### src/rtl/ifu_pkg.sv
// Shared types and helpers for the instruction fetch unit.
package ifu_pkg;

  localparam logic [31:0] RESET_PC_DEF = 32'h0000_3000;
  localparam int          ILEN         = 32;

  // One instruction queue slot: fetched word, its byte PC, fetch-error flag.
  typedef struct packed {
    logic [ILEN-1:0] instr;
    logic [31:0]     pc;
    logic            adel;
  } ifu_entry_t;

  // Word-aligned and inside [base, base+span). The offset subtraction keeps
  // the compare correct even if the window sits near the top of memory.
  function automatic logic in_window(input logic [31:0] a,
                                     input logic [31:0] base,
                                     input logic [32:0] span);
    logic [31:0] off;
    off = a - base;
    return (a[1:0] == 2'b00) && ({1'b0, off} < span);
  endfunction

endpackage

### src/rtl/ifu_queue.sv
// Circular instruction FIFO with push, pop and single-cycle flush.
module ifu_queue
  import ifu_pkg::*;
#(
  parameter int QDEPTH = 4
) (
  input  logic                     clk,
  input  logic                     flush,
  input  logic                     push,
  input  ifu_entry_t               wdata,
  input  logic                     pop,
  output ifu_entry_t               head,
  output logic                     valid,
  output logic [$clog2(QDEPTH):0]  count
);

  localparam int             AW   = $clog2(QDEPTH);
  localparam logic [AW:0]    FULL = (AW+1)'(QDEPTH);

  ifu_entry_t    mem [QDEPTH];
  logic [AW-1:0] rptr, wptr;
  logic          do_push, do_pop;

  // A pop frees the head slot at the same edge, so a full queue still
  // accepts a push when it is also being drained.
  assign valid   = (count != '0);
  assign do_pop  = pop & valid & ~flush;
  assign do_push = push & ~flush & ((count != FULL) | do_pop);
  assign head    = mem[rptr];

  // Pointer and occupancy bookkeeping; flush empties the queue outright.
  always_ff @(posedge clk) begin
    if (flush) begin
      rptr  <= '0;
      wptr  <= '0;
      count <= '0;
    end else begin
      if (do_push) wptr <= wptr + AW'(1);
      if (do_pop)  rptr <= rptr + AW'(1);
      count <= count + (AW+1)'(do_push) - (AW+1)'(do_pop);
    end
  end

  // Entry storage, no reset needed: count gates visibility.
  always_ff @(posedge clk) begin
    if (do_push) mem[wptr] <= wdata;
  end

endmodule

### src/rtl/ifu_fetch_queue.sv
// Fetch PC generation, memory credit/discard tracking and instruction queue.
module ifu_fetch_queue
  import ifu_pkg::*;
#(
  parameter logic [31:0] RESET_PC   = RESET_PC_DEF,
  parameter int          IMEM_WORDS = 4096,
  parameter int          QDEPTH     = 4
) (
  input  logic        clk,
  input  logic        clr,
  input  logic        stall,
  input  logic        branch,
  input  logic        intreq,
  input  logic [31:0] npcout,
  output logic        imem_req,
  output logic [31:0] imem_addr,
  input  logic        imem_gnt,
  input  logic        imem_rvalid,
  input  logic [31:0] imem_rdata,
  output logic        instr_valid,
  output logic [31:0] instr,
  output logic [31:0] pc8,
  output logic        adel
);

  localparam int          CW    = $clog2(QDEPTH) + 1;
  localparam logic [32:0] SPAN  = 33'(IMEM_WORDS) << 2;
  localparam logic [CW:0] DEPTH = (CW+1)'(QDEPTH);

  logic [31:0]   fpc, rsp_pc;
  logic          halt;
  logic [CW-1:0] out_cnt, disc_cnt, occ, disc_left;
  logic [CW:0]   pend, left;
  logic          legal, grant, redir, retire, drop, err_push;
  logic          q_push, q_pop, q_flush, q_valid;
  ifu_entry_t    q_wdata, q_head;

  assign legal     = in_window(fpc, RESET_PC, SPAN);
  assign redir     = intreq | branch;
  // Credit: every queued entry plus every live request reserves a slot, so
  // a returning response can always be pushed.
  assign imem_req  = !halt && !clr && legal &&
                     (({1'b0, occ} + {1'b0, out_cnt}) < DEPTH);
  assign imem_addr = fpc;
  assign grant     = imem_req & imem_gnt;

  // Responses to abandoned requests come back first (in order) and are eaten.
  assign drop      = imem_rvalid & (disc_cnt != '0);
  assign retire    = imem_rvalid & (disc_cnt == '0);
  // A bad fetch PC becomes a queue entry only after live traffic drains,
  // keeping it behind the instructions fetched before it.
  assign err_push  = !legal && !halt && (out_cnt == '0) && ({1'b0, occ} < DEPTH);

  assign q_flush   = clr | redir;
  assign q_push    = !q_flush && (retire || err_push);
  assign q_pop     = q_valid && !stall && !q_flush;
  assign q_wdata   = retire ? ifu_entry_t'{instr: imem_rdata, pc: rsp_pc, adel: 1'b0}
                            : ifu_entry_t'{instr: '0,         pc: fpc,    adel: 1'b1};

  // Everything still in flight after this cycle, for reset/redirect to discard.
  always_comb begin
    pend = {1'b0, out_cnt} + {1'b0, disc_cnt} + (CW+1)'(grant);
    left = (imem_rvalid && pend != '0) ? pend - (CW+1)'(1) : pend;
  end
  assign disc_left = left[CW] ? '1 : left[CW-1:0];

  // Fetch PC, response PC, halt and the two traffic counters.
  always_ff @(posedge clk) begin
    if (clr) begin
      fpc      <= RESET_PC;
      rsp_pc   <= RESET_PC;
      halt     <= 1'b0;
      out_cnt  <= '0;
      disc_cnt <= disc_left;
    end else if (redir) begin
      fpc      <= npcout;
      rsp_pc   <= npcout;
      halt     <= 1'b0;
      out_cnt  <= '0;
      disc_cnt <= disc_left;
    end else begin
      if (grant)    fpc    <= fpc + 32'd4;
      if (retire)   rsp_pc <= rsp_pc + 32'd4;
      if (err_push) halt   <= 1'b1;
      case ({grant, retire && (out_cnt != '0)})
        2'b10:   out_cnt <= out_cnt + CW'(1);
        2'b01:   out_cnt <= out_cnt - CW'(1);
        default: ;
      endcase
      if (drop) disc_cnt <= disc_cnt - CW'(1);
    end
  end

  ifu_queue #(.QDEPTH(QDEPTH)) u_queue (
    .clk   (clk),
    .flush (q_flush),
    .push  (q_push),
    .wdata (q_wdata),
    .pop   (q_pop),
    .head  (q_head),
    .valid (q_valid),
    .count (occ)
  );

  // Head presentation is masked during reset so stale entries never leak.
  assign instr_valid = q_valid & ~clr;
  assign instr       = instr_valid ? q_head.instr : 32'd0;
  assign pc8         = instr_valid ? q_head.pc + 32'd8 : RESET_PC + 32'd8;
  assign adel        = instr_valid & q_head.adel;

endmodule

### config.mk
export PLATFORM = sky130hd
export DESIGN_NAME = ifu_fetch_queue
export DESIGN_NICKNAME = d
export VERILOG_FILES = /design/src/rtl/ifu_pkg.sv /design/src/rtl/ifu_queue.sv /design/src/rtl/ifu_fetch_queue.sv
export SDC_FILE = /design/constraint.sdc
export NUM_CORES = 1
export LEC_CHECK = 0
export CAP_MARGIN = 25
export CORE_ASPECT_RATIO = 2
export CORE_UTILIZATION = 40
export DETAILED_ROUTE_END_ITERATION = 16
export DONT_BUFFER_PORTS = 1
export PLACE_DENSITY = 0.61
export SYNTH_ARGS = -nofsm -noshare
export SYNTH_HDL_FRONTEND = slang
export SYNTH_SLANG_ARGS = --single-unit
### constraint.sdc
create_clock -name clk -period 5.6 [get_ports clk]
set_input_delay 0.28 -clock clk [delete_from_list [all_inputs] [get_ports clk]]
set_output_delay 0.28 -clock clk [all_outputs]
set_load 0.02 [all_outputs]
==> metrics.md, run 1 <==
| Metric | Value |
|---|---|
| Worst hold start | `npcout[2]` |
| Slew Viols, Final | `0` |
| Netlist Area Pre-Place | `15300 sq um` |
| Post-synth top area share | `just over 50%` |
| Critical Path Start | `imem_addr[21]$_SDFFE_PP0P_` |
| Final setup viols | `0` |
| Remaining antenna violation count | `0` |
| Reg2Reg Launch Point | `imem_addr[21]$_SDFFE_PP0P_` |
| NumNets Final | `about 1300` |
| Antenna cells | `0` |
| Measured slew at the worst slew-check pin | `approximately 1100 ps` |
| Final WL | `~37 mm` |
| Number of synthesized flops with an enable pin | `263` |
| CP required | `~6000 ps` |
| Post-synth top cells | `edfxtp_1 (263), nand2_1 (171), and2_1 (76)` |
| Max_cap viols | `0` |
| # port buffers | `0` |
| PwrDens | `~330 nW/um^2` |
| GRT overflow | `0` |
| First-pass GRT wire length | `around 57 mm` |
| Postcts setup bufs | `0` |
| Die area | `around 39000 sq um` |
| PnR Total Power | `around 5.8 mW` |
| I/O Pins | `170` |
| Area of the multi-input gates | `between 5000 and 6000 sq um` |
| RSZ-0062 raised after global routing | `false` |
| Post-route minimum period | `just over 4000 ps` |
| Final Worst Setup Slack | `1490 ps` |
| Initial antenna violation count | `2` |
| Die H | `~280 um` |
| P&R area growth vs syn | `14.9%` |
| CP endpoint kind | `flop` |
| H-tree Lvls | `1` |
| Root Driver | `clkbuf_16` |
| Maximum vdd drop | `approximately 280 uV` |
| Share of layout cells above drive strength 1 | `a little over an eighth` |
| Setup TNS | `0 ps` |
| Clock slew at reported path FFs | `approximately 70 ps` |
| Synth area leaders | `edfxtp_1 (52%), dfxtp_1 (9.8%), mux4_2 (9.4%)` |
| Largest net degree at the start of global routing | `73` |
| Post-synthesis instance total | `1155` |
| Clock tree buffer depth | `3` |
| Crit share post-route | `73.4%` |
| Pre-CTS WS | `approximately 1500 ps` |
| # rows | `100` |
| Critical Path AT | `roughly 4400 ps` |
| Post-synthesis sequential element count | `between 300 and 400` |
| CTS sink cnt | `about 340` |
| Final Hold Fails | `0` |
| Pre-Repair DR Iteration Count | `5` |
| Num CTS Buffers | `29` |
| Seq/Total Area, Yosys | `between 60% and 70%` |
| Distinct cell type count after synthesis | `64` |
| HPWL after DPL | `roughly 24 mm` |
| Vias in the first global route | `roughly 9600` |
| Worst Path Class, Setup | `reg2reg` |
| Dominant synthesized flop cell | `edfxtp_1` |
| Via count | `9214` |
| Fillers | `3302` |
| Tightest Hold Check Type | `in2reg` |
| Initial Utilization | `between 40% and 50%` |
| CTS tree | `done` |
| Max Fclk | `~0.24 GHz` |
| Drt first-iter violations | `around 540` |
| DRC errors left | `0` |
| Crit path launch type | `flop` |
| Clock Skew | `13.2 ps` |
| Mean routed wirelength per cell | `about 22 um` |
| Net Count, Synth | `between 1000 and 1500` |
| Hold Slack | `roughly 30 ps` |
| RePlAce Congestion | `about 0.86` |
| Max transition margin | `between 20 and 30%` |
| Status | `completed` |
| FF+latch area | `9410 sq um` |
| Yosys Warn Count | `0` |
| Leakage power figure | `around 6 nW` |
| Synth area leader | `edfxtp_1` |
| Via density | `between 5 and 6` |
| Most frequent cell after synthesis | `edfxtp_1` |
| Post-Synthesis Mean Instance Area | `13.2 sq um` |
| CP max FO | `5` |
| Clk_lat worst skew | `about 570 ps` |
| Die width | `around 140 um` |
| Core area | `37400 sq um` |
| Async SR Flop Fraction | `0%` |
| Total track usage | `about a fifth` |
## layer usage
| metal | global-route usage [%] | wire length, um | part of all wire (%) | vias up |
|---|---|---|---|---|
| met5 | 0 | 0 | 0 | - |
| met4 | 8.20 | 1290 | 3.5 | 0 |
| met3 | 3.03 | 1670 | 4.6 | 59 |
| met2 | 36.9 | 20200 | 55 | 233 |
| met1 | 20.6 | 13600 | 37 | 4577 |
| li1 | - | - | - | 4345 |
## layout make-up
type                       count  share of cell area (%)
timing repair buffer          74                    4.70
multi-input combinational    737                    31.5
inverter                      21                   0.450
tap                          459                    3.28
clock buffer                  37                    4.60
clock inverter                16                    1.80
sequential                   338                    53.7
## power breakdown
group	internal [mW]	switching [mW]
Sequential	2.82	0.0946
Combinational	0.188	0.319
Clock	1.43	0.907
## path summary, 6_finish.rpt
check,depth (start not counted),slack (ps),to
worst min register to register,2,520,u_queue.wptr[1]$_SDFFE_PP0P_
worst max register to register,14,1490,disc_cnt[1]$_DFFE_PP_
worst min-delay path,2,30,rsp_pc[2]$_SDFFE_PP0P_
worst max-delay path,14,1490,disc_cnt[1]$_DFFE_PP_
## cells in the final DEF, fill, tap and decap left out, types with 5 or more instances in the layout
cell type	count
edfxtp_1	263
nand2_1	171
nor2_1	74
dfxtp_1	73
and2_1	72
mux4_2	64
dlygate4sd3_1	62
a21oi_1	45
xor2_1	32
nor3_1	30
nand3_1	29
xnor2_1	29
clkbuf_16	29
inv_1	19
o21ai_0	19
ha_1	17
or3_1	16
nand4_1	15
a211oi_1	14
and3_1	12
bufinv_16	9
nor4_1	7
o21bai_1	7
mux2i_1	6
buf_4	6
or2_2	5
o31ai_1	5
a21boi_0	5
and4_1	5
clkbuf_8	5
buf_16	5
## repair_timing
action / 4_1_cts / 5_1_grt
hold endpoints to repair: 188 / 0
hold buffers: 63 / 0
gates resized for setup: 0 / 0
endpoints found under the setup margin: 0 / 0
## through the flow
stage | utilization, % | cell area (sq um) | cells
floorplan | - | 15300 | 1155
global placement | 41.8 | 15600 | 1561
detailed placement | 42.1 | 15700 | 1565
CTS | 46.8 | 17500 | 1681
global route | 46.9 | 17500 | 1682
finish | 46.9 | 17500 | 1682
## state kept, by name, indices dropped and copies added (netlist names), named ones only
| register | count |
|---|---|
| u_queue.mem | 260 |
| u_queue.rptr | 2 |
| rsp_pc | 31 |
| disc_cnt | 3 |
| u_queue.count | 3 |
| u_queue.wptr | 2 |
| out_cnt | 3 |
| imem_addr | 31 |
| halt | 1 |
## critical path, cell delays in order (launching register included)
cell      delay [ps]
dfxtp_1          430
nor4_4           530
a21boi_1         180
o21a_1           210
nor3b_2          380
nand2_1          160
inv_2            120
fa_1             220
fa_1             470
inv_1            140
ha_1             160
inv_1             50
o31a_1           340
o31a_1           250
a31o_2           230
## kinds of logic (layout without fill, tap and decap cells)
logic type               Yosys count  in the layout  synth area share [%]
buffers and inverters             80            148                  2.29
AND/OR/NAND/NOR                  470            470                  15.8
XOR/XNOR                          61             61                  3.50
flip-flops                       338            338                  61.6
multiplexers                      71             71                  10.0
adder cells (fa/ha/maj)           21             21                  1.92
AO/OA/AOI/OAI                    114            114                  4.85
No activity file was read; power rests on OpenSTA's default activity.
==> inputs of run 2 (changes only) <==
ABC_AREA = 1   (was unset)
clock period = 4.3 ns   (was 5.6 ns; I/O delays follow)
==> metrics.md, run 2 <==
| Metric | Value |
|---|---|
| Status | `completed` |
| CTS tree | `done` |
| GRT overflow | `0 (unchanged)` |
| Switching Fraction | `26.4% (+3.5 points)` |
| Synth area leader | `edfxtp_1` |
| Mean routed wirelength per cell | `20.0 um (-8.5%)` |
| Vias in the first global route | `14100 (+46%)` |
| Core area | `41800 sq um (+12%)` |
| Max transition margin | `36.7% (+9.3 points)` |
| P&R area growth vs syn | `14.5%` |
| Die width | `147 um (+5.2%)` |
| Dominant synthesized flop cell | `edfxtp_1` |
| Top reg by flops | `u_queue.mem` |
| Die area | `43100 sq um (+11%)` |
| DRC errors left | `0 (unchanged)` |
| Num CTS Buffers | `31 (+6.9%)` |
| CP required | `4650 ps (-1270 ps)` |
| Leakage power figure | `7.33 nW (+22%)` |
| Final setup viols | `0 (unchanged)` |
| Seq/Total Area, Yosys | `55.6% (-6.0 points)` |
| Root Driver | `clkbuf_16` |
| Setup TNS | `0 ps (unchanged)` |
| CP max FO | `5 (unchanged)` |
| Antenna cells | `0 (unchanged)` |
| Post-synthesis sequential element count | `338 (unchanged)` |
| Post-Synthesis Mean Instance Area | `8.69 sq um (-34%)` |
| Remaining antenna violation count | `0 (unchanged)` |
| Netlist Area Pre-Place | `16900 sq um (+11%)` |
| Net Count, Synth | `2037 (+63%)` |
| Post-route minimum period | `3990 ps (-124 ps)` |
| Most common cell after layout, fill and taps aside | `nor2_1` |
| Non-Filler Instances | `2573 (+53%)` |
| Number of synthesized flops with an enable pin | `263 (unchanged)` |
| Maximum vdd drop | `279 uV (-1.2%)` |
| Post-route cell area | `19300 sq um (+10%)` |
| Initial antenna violation count | `0 (-2)` |
| Via count | `13900 (+50%)` |
| Post-synth top cells | `nor2_1 (368), nand2_1 (358), edfxtp_1 (263)` |
| Placed instance area | `17600 sq um (+12%)` |
| Yosys Warn Count | `0 (unchanged)` |
| Largest net degree at the start of global routing | `86 (+18%)` |
| # port buffers | `0 (unchanged)` |
| First-pass GRT wire length | `78.2 mm (+38%)` |
| PnR Total Power | `7.38 mW (+28%)` |
| Post-synth top area share | `46.7% (-5.0 points)` |
| Worst Path Class, Setup | `reg2reg` |
| Measured slew at the worst slew-check pin | `950 ps (-125 ps)` |
| Clk_lat worst skew | `580 ps (about the same)` |
| Async SR Flop Fraction | `0% (unchanged)` |
| Reg2reg setup slack | `310 ps (-1180 ps)` |
| Final Hold Fails | `0 (unchanged)` |
| Drt first-iter violations | `707 (+30%)` |
| NumNets Final | `2100 (+62%)` |
| HPWL after DPL | `35.1 mm (+43%)` |
| Most frequent cell after synthesis | `nor2_1` |
| Max Fclk | `0.251 GHz (+3.1%)` |
| RSZ-0062 raised after global routing | `false` |
| Pint | `5.43 mW (+22%)` |
| Die H | `293 um (+5.2%)` |
| Total track usage | `23.9% (+4.6 points)` |
| Final WL | `51.4 mm (+40%)` |
| # rows | `106 (+6.0%)` |
| Initial Utilization | `40.5% (-0.32 points)` |
| Share of layout cells above drive strength 1 | `8.17% (-4.9 points)` |
| H-tree Lvls | `1 (unchanged)` |
| Slew Viols, Final | `0 (unchanged)` |
| I/O Pins | `170 (unchanged)` |
| Synth area leaders | `edfxtp_1 (47%), dfxtp_1 (8.9%), nor2_1 (8.2%)` |
| Distinct cell type count after synthesis | `48 (-25%)` |
| Sw Pwr | `1.95 mW (+48%)` |
| Max FFs per register | `260 (unchanged)` |
| Pre-Repair DR Iteration Count | `5 (unchanged)` |
| Max_cap viols | `0 (unchanged)` |
| Critical Path AT | `4330 ps (-100 ps)` |
| PwrDens | `382 nW/um^2 (+16%)` |
| Comb pwr share | `11.5% (+2.7 points)` |
| Clock power frac | `37.4% (-3.2 points)` |
| CP endpoint kind | `flop` |
| Post-synthesis instance total | `1945 (+68%)` |
| Crit share post-route | `92.7% (+19 points)` |
| Most frequent cells in the layout | `nor2_1 (362), nand2_1 (357), edfxtp_1 (263)` |
| Clock Skew | `18.4 ps (+5.27 ps)` |
| Via density | `5.38 (-1.7%)` |
| Clock slew at reported path FFs | `80 ps (about the same)` |
| RePlAce Congestion | `0.906 (+5.5%)` |
| Clock tree buffer depth | `3 (unchanged)` |
| CTS sink cnt | `338 (unchanged)` |
| Sequential fraction of design power | `51.1% (+0.5 points)` |
| Crit path launch type | `flop` |
| Tightest Hold Check Type | `in2reg` |
| Placed Cells incl. Taps | `2445 (+56%)` |
run 2: cell count changes after synthesis, sizes merged, moves of 16 or more:
cell	before	now
a21oi	45	95
a31oi	2	19
and2	76	0
buf	16	42
inv	20	182
mux4	65	0
nand2	171	365
nand3	32	101
nor2	75	393
o21ai	19	207
or3	16	0
xnor2	29	9
run 2: final cells by class:
class,instances,area [sq um]
multi-input combinational,1326,6350
sequential,338,9400
timing repair buffer,128,1210
tap,540,676
clock buffer,36,847
fill,4096,22400
inverter,183,691
clock inverter,22,176
run 2: power by group through the flow:
stage	Sequential [mW]	Clock, mW	Combinational, mW
detailed placement	3.84	0	0.793
finish	3.77	2.76	0.849
global route	3.78	2.95	0.951
CTS	3.77	2.83	0.850
floorplan	3.83	0	0.545
global placement	3.84	0	0.778
run 2: layer usage:
| metal | GRT usage, % | vias up | wire length [um] |
|---|---|---|---|
| li1 | - | 6661 | - |
| met1 | 23.9 | 6666 | 18100 |
| met2 | 46.5 | 421 | 28100 |
| met3 | 3.43 | 107 | 2660 |
| met4 | 13.0 | 0 | 2620 |
| met5 | 0 | - | 0 |
run 2: cells by family after synthesis:
logic type / count (synthesis) / synth area share (%)
AOI/OAI and AO/OA: 355 / 11.3
xor gates and xnor gates: 30 / 1.55
adders and majority gates: 21 / 1.73
buffers and inverters: 281 / 7.16
DFF: 338 / 55.6
and+or+nand+nor: 920 / 22.7
run 2: final timing paths:
check / startpoint / end / cells past startpoint
max: imem_addr[29]$_SDFFE_PP0P_ / disc_cnt[2]$_DFFE_PP_ / 23
max reg2reg: imem_addr[29]$_SDFFE_PP0P_ / disc_cnt[2]$_DFFE_PP_ / 23
min: branch / flop / 5
min reg2reg: u_queue.rptr[1]$_SDFFE_PP0P_ / flop / 2
run 2: worst max-delay path, stage by stage, from the launching register on:
cell and delay [ps]:
dfxtp_1 350, nor2_1 340, nand2_1 90, nor2_1 230, nand3_1 110, nand2_1 90, nand3_1 100, nor2_2 280
nand4_4 150, inv_1 170, fa_1 230, fa_1 460, inv_1 80, ha_1 130, inv_1 40, nor2_1 140
nand2_1 90, nand2_1 140, nor2_1 70, nand2_1 70, xnor2_1 140, nand4_1 90, o21ai_0 90, inv_1 60
run 2: repair_timing:
| item | 4_1_cts | 5_1_grt |
|---|---|---|
| setup buffers | 0 | 1 |
| resized for setup | 0 | 1 |
| endpoints found under the setup margin | 0 | 4 |
| hold buffers | 69 | 0 |
| endpoints found under the hold margin | 191 | 0 |
run 2: through the flow:
step	util [%]	setup WS (ps)	hold WS, ps
floorplan	-	-438	293
global placement	42.2	217	291
detailed placement	42.2	185	290
CTS	46.3	77.3	3.53
global route	46.3	11.9	35.5
finish	46.3	313	38.6
==> inputs of run 3 (changes only) <==
PLACE_DENSITY = 0.63   (was 0.61)
clock period = 3.6 ns   (was 4.3 ns; I/O delays follow)
==> metrics.md, run 3 (synthesized netlist as in run 2, its figures left out) <==
| Metric | Value |
|---|---|
| Slew Viols, Final | `0 (unchanged)` |
| Maximum vdd drop | `338 uV (+21%)` |
| Die area | `43100 sq um (unchanged)` |
| Comb pwr share | `13.4% (+1.9 points)` |
| Max FFs per register | `260 (unchanged)` |
| Placed Cells incl. Taps | `2513 (+2.8%)` |
| Clk_lat worst skew | `580 ps (about the same)` |
| Tightest Hold Check Type | `in2reg` |
| Area of the multi-input gates | `6560 sq um (+3.4%)` |
| Top layer in use | `met4` |
| Clock tree buffer depth | `3 (unchanged)` |
| FF+latch area | `9420 sq um (+0.20%)` |
| Num CTS Buffers | `30 (-3.2%)` |
| Total track usage | `23.6% (-0.36 points)` |
| DRT met1 WL | `18.7 mm (+3.2%)` |
| P&R area growth vs syn | `20.4%` |
| Leakage power figure | `7.86 nW (+7.2%)` |
| CTS tree | `done` |
| Root Driver | `clkbuf_16` |
| Fillers | `3915 (-4.4%)` |
| # port buffers | `0 (unchanged)` |
| # rows | `106 (unchanged)` |
| RSZ-0062 raised after global routing | `true` |
| Most frequent cells in the layout | `nand2_1 (349), nor2_1 (343), edfxtp_1 (263)` |
| Most common cell after layout, fill and taps aside | `nand2_1` |
| Critical Path AT | `3990 ps (-340 ps)` |
| Die H | `293 um (unchanged)` |
| Clock power frac | `37.0% (-0.4 points)` |
| Largest net degree at the start of global routing | `98 (+14%)` |
| Met2 wire len | `27.8 mm (-0.97%)` |
| Final Worst Setup Slack | `-63.7 ps (-377 ps)` |
| Post-layout util | `48.7% (+2.4 points)` |
| Antenna cells | `0 (unchanged)` |
| Non-Filler Instances | `2656 (+3.2%)` |
| Switching Fraction | `26.0% (-0.47 points)` |
| H-tree Lvls | `1 (unchanged)` |
| HPWL after DPL | `35.5 mm (+1.2%)` |
| Remaining antenna violation count | `0 (unchanged)` |
| CTS sink cnt | `338 (unchanged)` |
| RePlAce Congestion | `0.985 (+8.7%)` |
| Top reg by flops | `u_queue.mem` |
| Core area | `41800 sq um (unchanged)` |
| Failing checks | `setup timing` |
| First-pass GRT wire length | `77.2 mm (-1.3%)` |
| Hold Slack | `18.1 ps (-20.4 ps)` |
| Max transition margin | `48.6% (+12 points)` |
| Final Hold Fails | `0 (unchanged)` |
| Initial antenna violation count | `1 (+1)` |
| I/O Pins | `170 (unchanged)` |
| Die width | `147 um (unchanged)` |
| Measured slew at the worst slew-check pin | `774 ps (-176 ps)` |
| GRT overflow | `0 (unchanged)` |
| Initial Utilization | `40.5% (unchanged)` |
| Clock Skew | `18.2 ps (-0.196 ps)` |
| Share of layout cells above drive strength 1 | `13.8% (+5.6 points)` |
| Final WL | `51.7 mm (+0.55%)` |
| Mean routed wirelength per cell | `19.5 um (-2.6%)` |
| Sw Pwr | `2.35 mW (+20%)` |
| Pint | `6.70 mW (+23%)` |
| Final setup viols | `2 (+2)` |
| Max_cap viols | `0 (unchanged)` |
| Pre-Repair DR Iteration Count | `5 (unchanged)` |
| NumNets Final | `2184 (+4.0%)` |
| Post-route minimum period | `3660 ps (-323 ps)` |
| Drt first-iter violations | `834 (+18%)` |
| Via count | `13900 (+0.55%)` |
| CP endpoint kind | `flop` |
| Status | `finished, violations left` |
| CP max FO | `4 (-1)` |
| Vias in the first global route | `14000 (-1.0%)` |
| Crit share post-route | `102% (+9.1 points)` |
| Max Fclk | `0.273 GHz (+8.8%)` |
| Sequential fraction of design power | `49.7% (-1.4 points)` |
| Setup TNS | `-94.8 ps (-94.8 ps)` |
| Via density | `5.25 (-2.6%)` |
| Wire length on met3 | `2.55 mm (-4.1%)` |
| PwrDens | `444 nW/um^2 (+16%)` |
| DRC errors left | `0 (unchanged)` |
| Worst Path Class, Setup | `reg2reg` |
| CP required | `3930 ps (-720 ps)` |
| Clock slew at reported path FFs | `70 ps (about the same)` |
| Crit path launch type | `flop` |
[run 3: cell types whose count changed in the layout (fill, tap and decap cells not counted), sizes merged]
| cell | before | now |
|---|---|---|
| clkinv | 12 | 7 |
| bufinv | 1 | 3 |
| clkbuf | 36 | 42 |
| dlygate4sd3 | 69 | 80 |
| inv | 187 | 184 |
| buf | 59 | 131 |
[run 3: layout make-up]
class	count	area share, %
repair buffers	213	9.65
multi-input cells	1326	32.2
well taps	540	3.32
clock buffers	40	4.13
inverters	183	3.44
clock inverters	16	0.935
flip-flops and latches	338	46.3
[run 3: path summary, 6_finish.rpt]
check | startpoint | end | depth (start not counted) | slack [ps]
worst max-delay path | imem_addr[15]$_SDFFE_PP0P_ | disc_cnt[2]$_DFFE_PP_ | 25 | -60
worst min-delay path | imem_rvalid | disc_cnt[2]$_DFFE_PP_ | 5 | 20
worst max register to register | imem_addr[15]$_SDFFE_PP0P_ | disc_cnt[2]$_DFFE_PP_ | 25 | -60
worst min register to register | u_queue.rptr[1]$_SDFFE_PP0P_ | flop | 2 | 470
[run 3: repair_timing]
action | 4_1_cts | 5_1_grt
gates cloned | 0 | 2
setup endpoints to repair | 5 | 22
endpoints found under the hold margin | 195 | 0
resized for setup | 20 | 67
buffers inserted | 1 | 5
pin swaps | 7 | 25
hold buffers | 80 | 0
[run 3: power by group through the flow]
stage	Combinational (mW)	Clock [mW]	Sequential, mW
after floorplan	0.652	0	4.57
after CTS	1.13	3.40	4.49
after detailed placement	1.05	0	4.57
after global routing	1.33	3.54	4.50
after global placement	1.03	0	4.56
final	1.21	3.34	4.49
[run 3: per-stage QoR]
stage / cell area, sq um / setup WS [ps] / power (mW)
2_1_floorplan: 16900 / -92.2 / 5.23
4_1_cts: 20000 / -38.9 / 9.02
3_3_place_gp: 18100 / -181 / 5.59
6_report: 20400 / -63.7 / 9.04
5_1_grt: 20400 / -206 / 9.37
3_5_place_dp: 18100 / -252 / 5.61
[run 3: worst max-delay path, cell delays in order, from the launching register on]
cell and delay [ps]:
dfxtp_4 370, nor2_4 140, nand2_2 100, nor2_4 170
nand2_2 80, buf_6 130, inv_4 50, nor2_4 30
nand3_2 70, nor2_4 50, nand4_4 100, inv_2 60
fa_2 380, fa_1 560, inv_1 50, ha_2 160
inv_2 80, nor2_4 50, nand2_2 90, nand2_2 80
nor2_4 120, nand2_2 70, xnor2_2 180, nand4_1 110
o21ai_1 100, inv_1 50
[run 3: layer usage]
| layer | vias to the layer above | global-route usage (%) |
|---|---|---|
| li1 | 6810 | - |
| met1 | 6556 | 24.4 |
| met2 | 456 | 45.2 |
| met3 | 109 | 2.74 |
| met4 | 0 | 12.9 |
| met5 | - | 0 |
